<file path="src/rtl/systolic_pe_mac.sv">
// systolic_pe_mac
//   Processing element for a systolic matrix multiplier. Each accepted
//   row/column operand pair is multiplied on a bit-serial shift-add
//   multiplier (one multiplier bit per clock, LSB first). The product is then
//   added into a wide accumulator. The operands are forwarded east/south, and
//   the dot product is emitted when the term flagged "last" is accumulated.
//
// Parameters
//   DATA_W  operand width (>=2)
//   ACC_W   accumulator / result width (>=2*DATA_W)
//   SIGNED  1: two's-complement operands and accumulator, 0: unsigned
//   SAT     1: clamp the accumulator on overflow, 0: wrap modulo 2^ACC_W
//
// Ports
//   clk, rst            clock, synchronous active-high reset
//   in_valid/in_ready   operand handshake; in_ready is high only when idle
//   row_in, col_in      A (row) and B (column) operands
//   acc_clr, last       sampled on accept: start a new sum / final term
//   row_out, col_out    forwarded operands, updated with a fwd_valid pulse
//   result              completed dot product, updated with a result_valid pulse
//   overflow            sticky overflow of the current dot product
module systolic_pe_mac #(
  parameter int DATA_W = 16,
  parameter int ACC_W  = 2*DATA_W+8,
  parameter bit SIGNED = 1'b1,
  parameter bit SAT    = 1'b0
) (
  input  logic              clk,
  input  logic              rst,
  input  logic              in_valid,
  output logic              in_ready,
  input  logic [DATA_W-1:0] row_in,
  input  logic [DATA_W-1:0] col_in,
  input  logic              acc_clr,
  input  logic              last,
  output logic [DATA_W-1:0] row_out,
  output logic [DATA_W-1:0] col_out,
  output logic              fwd_valid,
  output logic [ACC_W-1:0]  result,
  output logic              result_valid,
  output logic              overflow
);

  localparam int PROD_W = 2*DATA_W;
  localparam int CNT_W  = $clog2(DATA_W);

  typedef enum logic [1:0] {IDLE, MUL, ACC} state_t;

  state_t              state_reg;
  logic [CNT_W-1:0]    cnt_reg;
  logic [DATA_W-1:0]   row_reg;
  logic [DATA_W-1:0]   col_reg;
  logic                last_reg;
  logic                neg_reg;
  logic [PROD_W-1:0]   mcand_reg;
  logic [DATA_W-1:0]   mplier_reg;
  logic [PROD_W-1:0]   prod_reg;
  logic [ACC_W-1:0]    acc_reg;

  logic                accept;
  logic                row_neg;
  logic                col_neg;
  logic [DATA_W-1:0]   row_mag;
  logic [DATA_W-1:0]   col_mag;
  logic [PROD_W-1:0]   mul_next;
  logic [PROD_W-1:0]   prod_fix;
  logic [ACC_W-1:0]    prod_ext;
  logic [ACC_W:0]      sum_full;
  logic [ACC_W-1:0]    sum;
  logic [ACC_W-1:0]    clamp;
  logic                add_ovf;
  logic [ACC_W-1:0]    acc_next;

  assign in_ready = (state_reg == IDLE) && !rst;
  assign accept   = in_valid && in_ready;

  // Operands are multiplied as magnitudes. An unsigned DATA_W-bit magnitude
  // holds 2^(DATA_W-1), so the most-negative operand squares exactly.
  always_comb begin
    row_neg = SIGNED && row_in[DATA_W-1];
    col_neg = SIGNED && col_in[DATA_W-1];
    row_mag = row_neg ? (~row_in + 1'b1) : row_in;
    col_mag = col_neg ? (~col_in + 1'b1) : col_in;
  end

  // One shift-add step: add the shifted multiplicand when the current
  // multiplier LSB is set.
  assign mul_next = prod_reg + (mplier_reg[0] ? mcand_reg : '0);

  // Accumulate stage: restore the product sign, extend it to ACC_W, then add
  // it with overflow detection and optional clamping.
  always_comb begin
    prod_fix = neg_reg ? (~prod_reg + 1'b1) : prod_reg;
    if (SIGNED) begin
      prod_ext = ACC_W'($signed(prod_fix));
    end else begin
      prod_ext = ACC_W'(prod_fix);
    end
    sum_full = {1'b0, acc_reg} + {1'b0, prod_ext};
    sum      = sum_full[ACC_W-1:0];
    if (SIGNED) begin
      // Overflow occurs only when both addends share a sign that the sum lacks.
      add_ovf = (acc_reg[ACC_W-1] == prod_ext[ACC_W-1]) &&
                (sum[ACC_W-1] != acc_reg[ACC_W-1]);
      clamp   = prod_ext[ACC_W-1] ? {1'b1, {(ACC_W-1){1'b0}}}
                                  : {1'b0, {(ACC_W-1){1'b1}}};
    end else begin
      add_ovf = sum_full[ACC_W];
      clamp   = '1;
    end
    acc_next = (SAT && add_ovf) ? clamp : sum;
  end

  always_ff @(posedge clk) begin
    if (rst) begin
      state_reg    <= IDLE;
      cnt_reg      <= '0;
      row_reg      <= '0;
      col_reg      <= '0;
      last_reg     <= 1'b0;
      neg_reg      <= 1'b0;
      mcand_reg    <= '0;
      mplier_reg   <= '0;
      prod_reg     <= '0;
      acc_reg      <= '0;
      row_out      <= '0;
      col_out      <= '0;
      fwd_valid    <= 1'b0;
      result       <= '0;
      result_valid <= 1'b0;
      overflow     <= 1'b0;
    end else begin
      fwd_valid    <= 1'b0;
      result_valid <= 1'b0;
      case (state_reg)
        IDLE: begin
          if (accept) begin
            row_reg    <= row_in;
            col_reg    <= col_in;
            last_reg   <= last;
            neg_reg    <= row_neg ^ col_neg;
            mcand_reg  <= PROD_W'(row_mag);
            mplier_reg <= col_mag;
            prod_reg   <= '0;
            cnt_reg    <= '0;
            if (acc_clr) begin
              acc_reg  <= '0;
              overflow <= 1'b0;
            end
            state_reg  <= MUL;
          end
        end
        MUL: begin
          prod_reg   <= mul_next;
          mcand_reg  <= mcand_reg << 1;
          mplier_reg <= mplier_reg >> 1;
          cnt_reg    <= cnt_reg + CNT_W'(1);
          if (cnt_reg == CNT_W'(DATA_W-1)) begin
            state_reg <= ACC;
          end
        end
        ACC: begin
          acc_reg   <= acc_next;
          overflow  <= overflow | add_ovf;
          row_out   <= row_reg;
          col_out   <= col_reg;
          fwd_valid <= 1'b1;
          if (last_reg) begin
            result       <= acc_next;
            result_valid <= 1'b1;
          end
          state_reg <= IDLE;
        end
        default: state_reg <= IDLE;
      endcase
    end
  end

endmodule

</file>
<file path="config.mk">
export PLATFORM = sky130hd
export DESIGN_NAME = systolic_pe_mac
export DESIGN_NICKNAME = d
export VERILOG_FILES = /design/src/rtl/systolic_pe_mac.sv
export SDC_FILE = /design/constraint.sdc
export NUM_CORES = 1
export LEC_CHECK = 0
export BUFFER_PORTS_ARGS = -buffer_cell sky130_fd_sc_hd__buf_2
export CAP_MARGIN = 25
export CORE_UTILIZATION = 40
export CTS_CLUSTER_SIZE = 8
export DETAILED_ROUTE_END_ITERATION = 8
export SYNTH_ARGS = -nofsm -noshare
export SYNTH_HDL_FRONTEND = slang
export SYNTH_SLANG_ARGS = --single-unit
</file>
<file path="constraint.sdc">
create_clock -name clk -period 8.7 [get_ports clk]
set_input_delay 1.74 -clock clk [delete_from_list [all_inputs] [get_ports clk]]
set_output_delay 1.74 -clock clk [all_outputs]
set_load 0.01 [all_outputs]
</file>
Word-level counts from Yosys, hierarchy flattened
Cells that the tools add are included.

$add $sub $neg: 6. Multipliers: 0. Div/mod/pow operators: 0. Order comparisons: 0. Equality and inequality tests: 8. Shifts and indexed selects: 0. Mux-type cells: 23. Bitwise logic cells: 6. Reductions and logical operators: 13.

Operator list (count): two-way mux 32 bit (4); case mux 32 bit (2 select lines) (2); two-way mux 40 bit (2); case mux 40 bit (2 select lines) (1); two-way mux 16 bit (3); adder 40 bit (1); adder 16 x 1 -> 16 bit, second input constant (2); adder 32 x 1 -> 32 bit, second input constant (1); adder 32 bit (1); inverter 16 bit (2); inverter 32 bit (1); case mux 16 bit (2 select lines) (1); case mux 4 bit (2 select lines) (1); AND reduction 2 bit (4); inequality test 2 bit, second input constant (3); adder 4 x 1 -> 4 bit, second input constant (1); equality test 4 bit, second input constant (1); two-way mux 1 bit (4); two-way mux 2 bit (2); two-way mux 4 bit (1); case mux 2 bit (2 select lines) (1); nonzero test 2 bit (2); logical AND 1 bit (3); AND reduction 3 bit (1); other kinds (11) (11).

Bits in registers: 235. Latch bits: 0. Bits in writable memories: 0. ROM bits: 0. Input bits: 37. Output and inout port bits: 76. Word-level logic and storage cells: 72. Memories kept: 0.

Longest topological paths before layout
Depth after elaboration: 8. Mapped depth: 20. Depth with buffers taken out: 19.

Worst setup path after synthesis
OpenSTA, ideal clock, no wires.

Path kind: reg2reg. Start point: reg prod_reg[8]. End point: reg acc_reg[39]. Library setup time: 0.122 ns. Arrival time: 4.519 ns. Required time: 8.578 ns. Slack: 4.059 ns. Cell stages (with the launch flop): 18. Buffers on the path: 2. Period minus slack after synthesis: 4.641 ns. Cell sequence: dfxtp_1 -> or4_4 -> or4_4 -> or3_1 -> buf_2 -> o41ai_4 -> xnor2_2 -> ha_1 -> clkbuf_1 -> a21o_1 -> a21o_1 -> a21oi_1 -> o21a_1 -> nand2_1 -> o21ai_0 -> o311ai_2 -> nor4b_1 -> a311o_1.

Word-level cells in the longest chain between the ends: 5.

Ends and longest elaborated chain: start, declared (RTL line 57) `logic [PROD_W-1:0] prod_reg;`; start signal, assigned (RTL line 154) `prod_reg <= mul_next;`; inverter 32 bit (RTL line 93) `prod_fix = neg_reg ? (~prod_reg + 1'b1) : prod_reg;`; adder 32 x 1 -> 32 bit (RTL line 93); two-way mux 32 bit (*) (RTL line 93); adder 40 bit (*) (RTL line 99) `sum_full = {1'b0, acc_reg} + {1'b0, prod_ext};`; case mux 40 bit (2 select lines) (*) (RTL line 135) `case (state_reg)`; end signal, assigned (RTL line 163) `acc_reg <= acc_next;`; end, declared (RTL line 58) `logic [ACC_W-1:0] acc_reg;`.

Every way passes the cells marked *; elsewhere a longest branch is shown, timed or not. A chain may end at the register's enable or synchronous reset.

Final worst setup path
Ends and elaborated chain as after synthesis.

==> metrics <==
Worst Path Required=9.11 ns; status=completed; Crit Path Class=flop to flop; Max stage delay cell, worst path=or4_4; Tcrit/Tclk final=0.611; die height=183 um; reg-to-reg slack, setup=3.38 ns; hold path depth=2; most frequent cells in the layout=313 x nand2_1, 235 x dfxtp_1, 209 x a21oi_1; vias per cell=5.50; reg2reg path depth=14; RSZ-0062 raised after global routing=false; CP endpoint kind=flop; crit-path max cell delay=0.58 ns; Routed WL per cell=16.3 um; sequential element share of the synthesized area=0.357; synthesized area per cell=8.00 um^2; Pwr per Cell Area=166 nW/um^2; Area after DPL=14100 um^2; initial antenna violation count=0; std cell rows=66; GRT Overall Usage=0.209; CTS H-Tree Depth=2; VDD IR-drop max=144 uV; most common cell after layout, fill and taps aside=nand2_1; crit-path cells=or4_4, or4_4, or3_1, o21ai_0, xnor2_1, ha_1, a21oi_1, o211ai_1, a221oi_1, a21boi_0, o21ai_0, o311ai_2, nor4b_1, a311o_1; WHS Endpoint=col_out[3]; post-synth net total=1759; cell leakage power=6.43 nW; I/O pin count=113; ANT nets after route=0; r2r endpoint=acc_reg[39]; family with the most delay on the worst path=compound AO/OA/AOI/OAI gates; drt drc=0; cts bufs inserted=35; CP Launch Type=flop; Setup Skew=0.0171 ns; number of synthesized register bits=235; Initial Util=0.406; Hold-fix buffers, CTS=0; Async S/R FF share, synth=0; design area=15100 um^2; crit path max fanout=8; HPWL Detailed=25200 um; global placement routability congestion=0.873; Top FF cell, synth=dfxtp_1; routed via count=11900; # diodes=0; Clock Sinks=235; Synth Warn #=0; TritonCTS clock tree=built; Layout area overhead=14.4%; setup violators final=0; CP Buf/Inv Count=0; clock tree buffer depth=3; DRT Pass-1 Iters=7; layout cells sized above 1=0.114; worst skew pair latency=0.52 ns; Worst R2R Start=prod_reg[8]; min cycle time layout=5.32 ns; final hold violation count=0; Crit path arrival time=5.73 ns; clock slew seen by the registers of the worst setup and hold paths=0.05 ns; hold_sp=col_reg[3]; Worst-Margin Slew=0.889 ns; Inst Count DP=2127; fin. max-slew vios=0; largest net degree at the start of global routing=82; final net count=1835; TNS Setup=0 ns; worst min path class=flop to flop; Setup Buffers After CTS=0; Iter 0 DRT Violations=811; DIE AREA=33600 um^2; Post-Layout Cell Count=2168; grt total ovfl=0; number of global-route vias before repair=10900; global-route wire length before repair=57400 um; PortBufs=112; post_cts resized=0; Slew HR=0.404; synth unique cells=65; clk root buf=clkbuf_16; Mapped Area=13200 um^2; post-synthesis cell count=1646; core area=32500 um^2; Post-synth EDFFs=0; Die W=183 um; total wire length=35300 um; max-cap violations=0; Max Clock Freq=0.188 GHz
==> routing by layer <==
layer	share of wire	track usage
met5	0	0
met4	0.015	0.0547
met3	0.042	0.0306
met2	0.45	0.328
met1	0.49	0.298
==> where the power goes <==
group	switching, mW	total [mW]	internal, mW
sequential	0.0121	1.11	1.10
clock	0.479	1.23	0.747
combinational	0.112	0.161	0.0494
total	0.603	2.50	1.89
==> worst min-delay path, cell delays in order (launching register included) <==
cell     delay (ns)
dfxtp_1        0.30
nand2_1        0.05
a21oi_1        0.05
==> final cells by class <==
cell class	count	area, um^2
fillers	3214	17400
multi-input cells	1293	8050
flip-flops and latches	235	4700
clock buffers	39	932
repair buffers	130	702
well taps	442	553
inverters	27	101
clock inverters	2	25.0
==> worst max-delay path by stage <==
stage                     cells after the start          end  slack, ns   startpoint
after floorplan                              17  acc_reg[39]       4.06  prod_reg[8]
after global placement                       14  acc_reg[39]       3.56  prod_reg[8]
after detailed placement                     14   result[39]       3.47  prod_reg[8]
after CTS                                    14   result[39]       3.43  prod_reg[8]
after global routing                         16   result[39]       2.94  prod_reg[2]
final                                        14  acc_reg[39]       3.38  prod_reg[8]
==> metrics by stage <==
stage | worst slack, ns | util | hold slack, ns | power (mW)
after detailed placement | 3.47 | 0.435 | 0.444 | 1.29
after floorplan | 4.06 | - | 0.431 | 1.23
final | 3.38 | 0.464 | 0.443 | 2.50
after global placement | 3.56 | 0.435 | 0.438 | 1.29
after global routing | 2.94 | 0.464 | 0.463 | 2.60
after CTS | 3.43 | 0.464 | 0.448 | 2.53
==> Yosys cell counts, types with 17 or more instances <==
master    count  area share
xor2_1       27       0.018
ha_1         74       0.070
a22oi_1      31       0.018
nor3_1       21      0.0080
and2_1       36       0.017
a22o_1       59       0.039
nand4_1      17      0.0081
nand2_1     314       0.090
clkbuf_1     77       0.022
or3_1        18      0.0086
o21ai_0      76       0.029
nor2_1       73       0.021
a21oi_1     209       0.079
inv_1        25      0.0071
dfxtp_1     235        0.36
xnor2_1      83       0.055
a21o_1       40       0.023
nand3_1      26      0.0099
==> logic make-up after synthesis <==
logic type,synth area share
buf+inv,0.0339
fa+ha+maj,0.0734
compound gates,0.260
mux,0.00304
xor+xnor,0.0744
simple gates,0.197
flops,0.357
(Power assumes the default switching activity.)
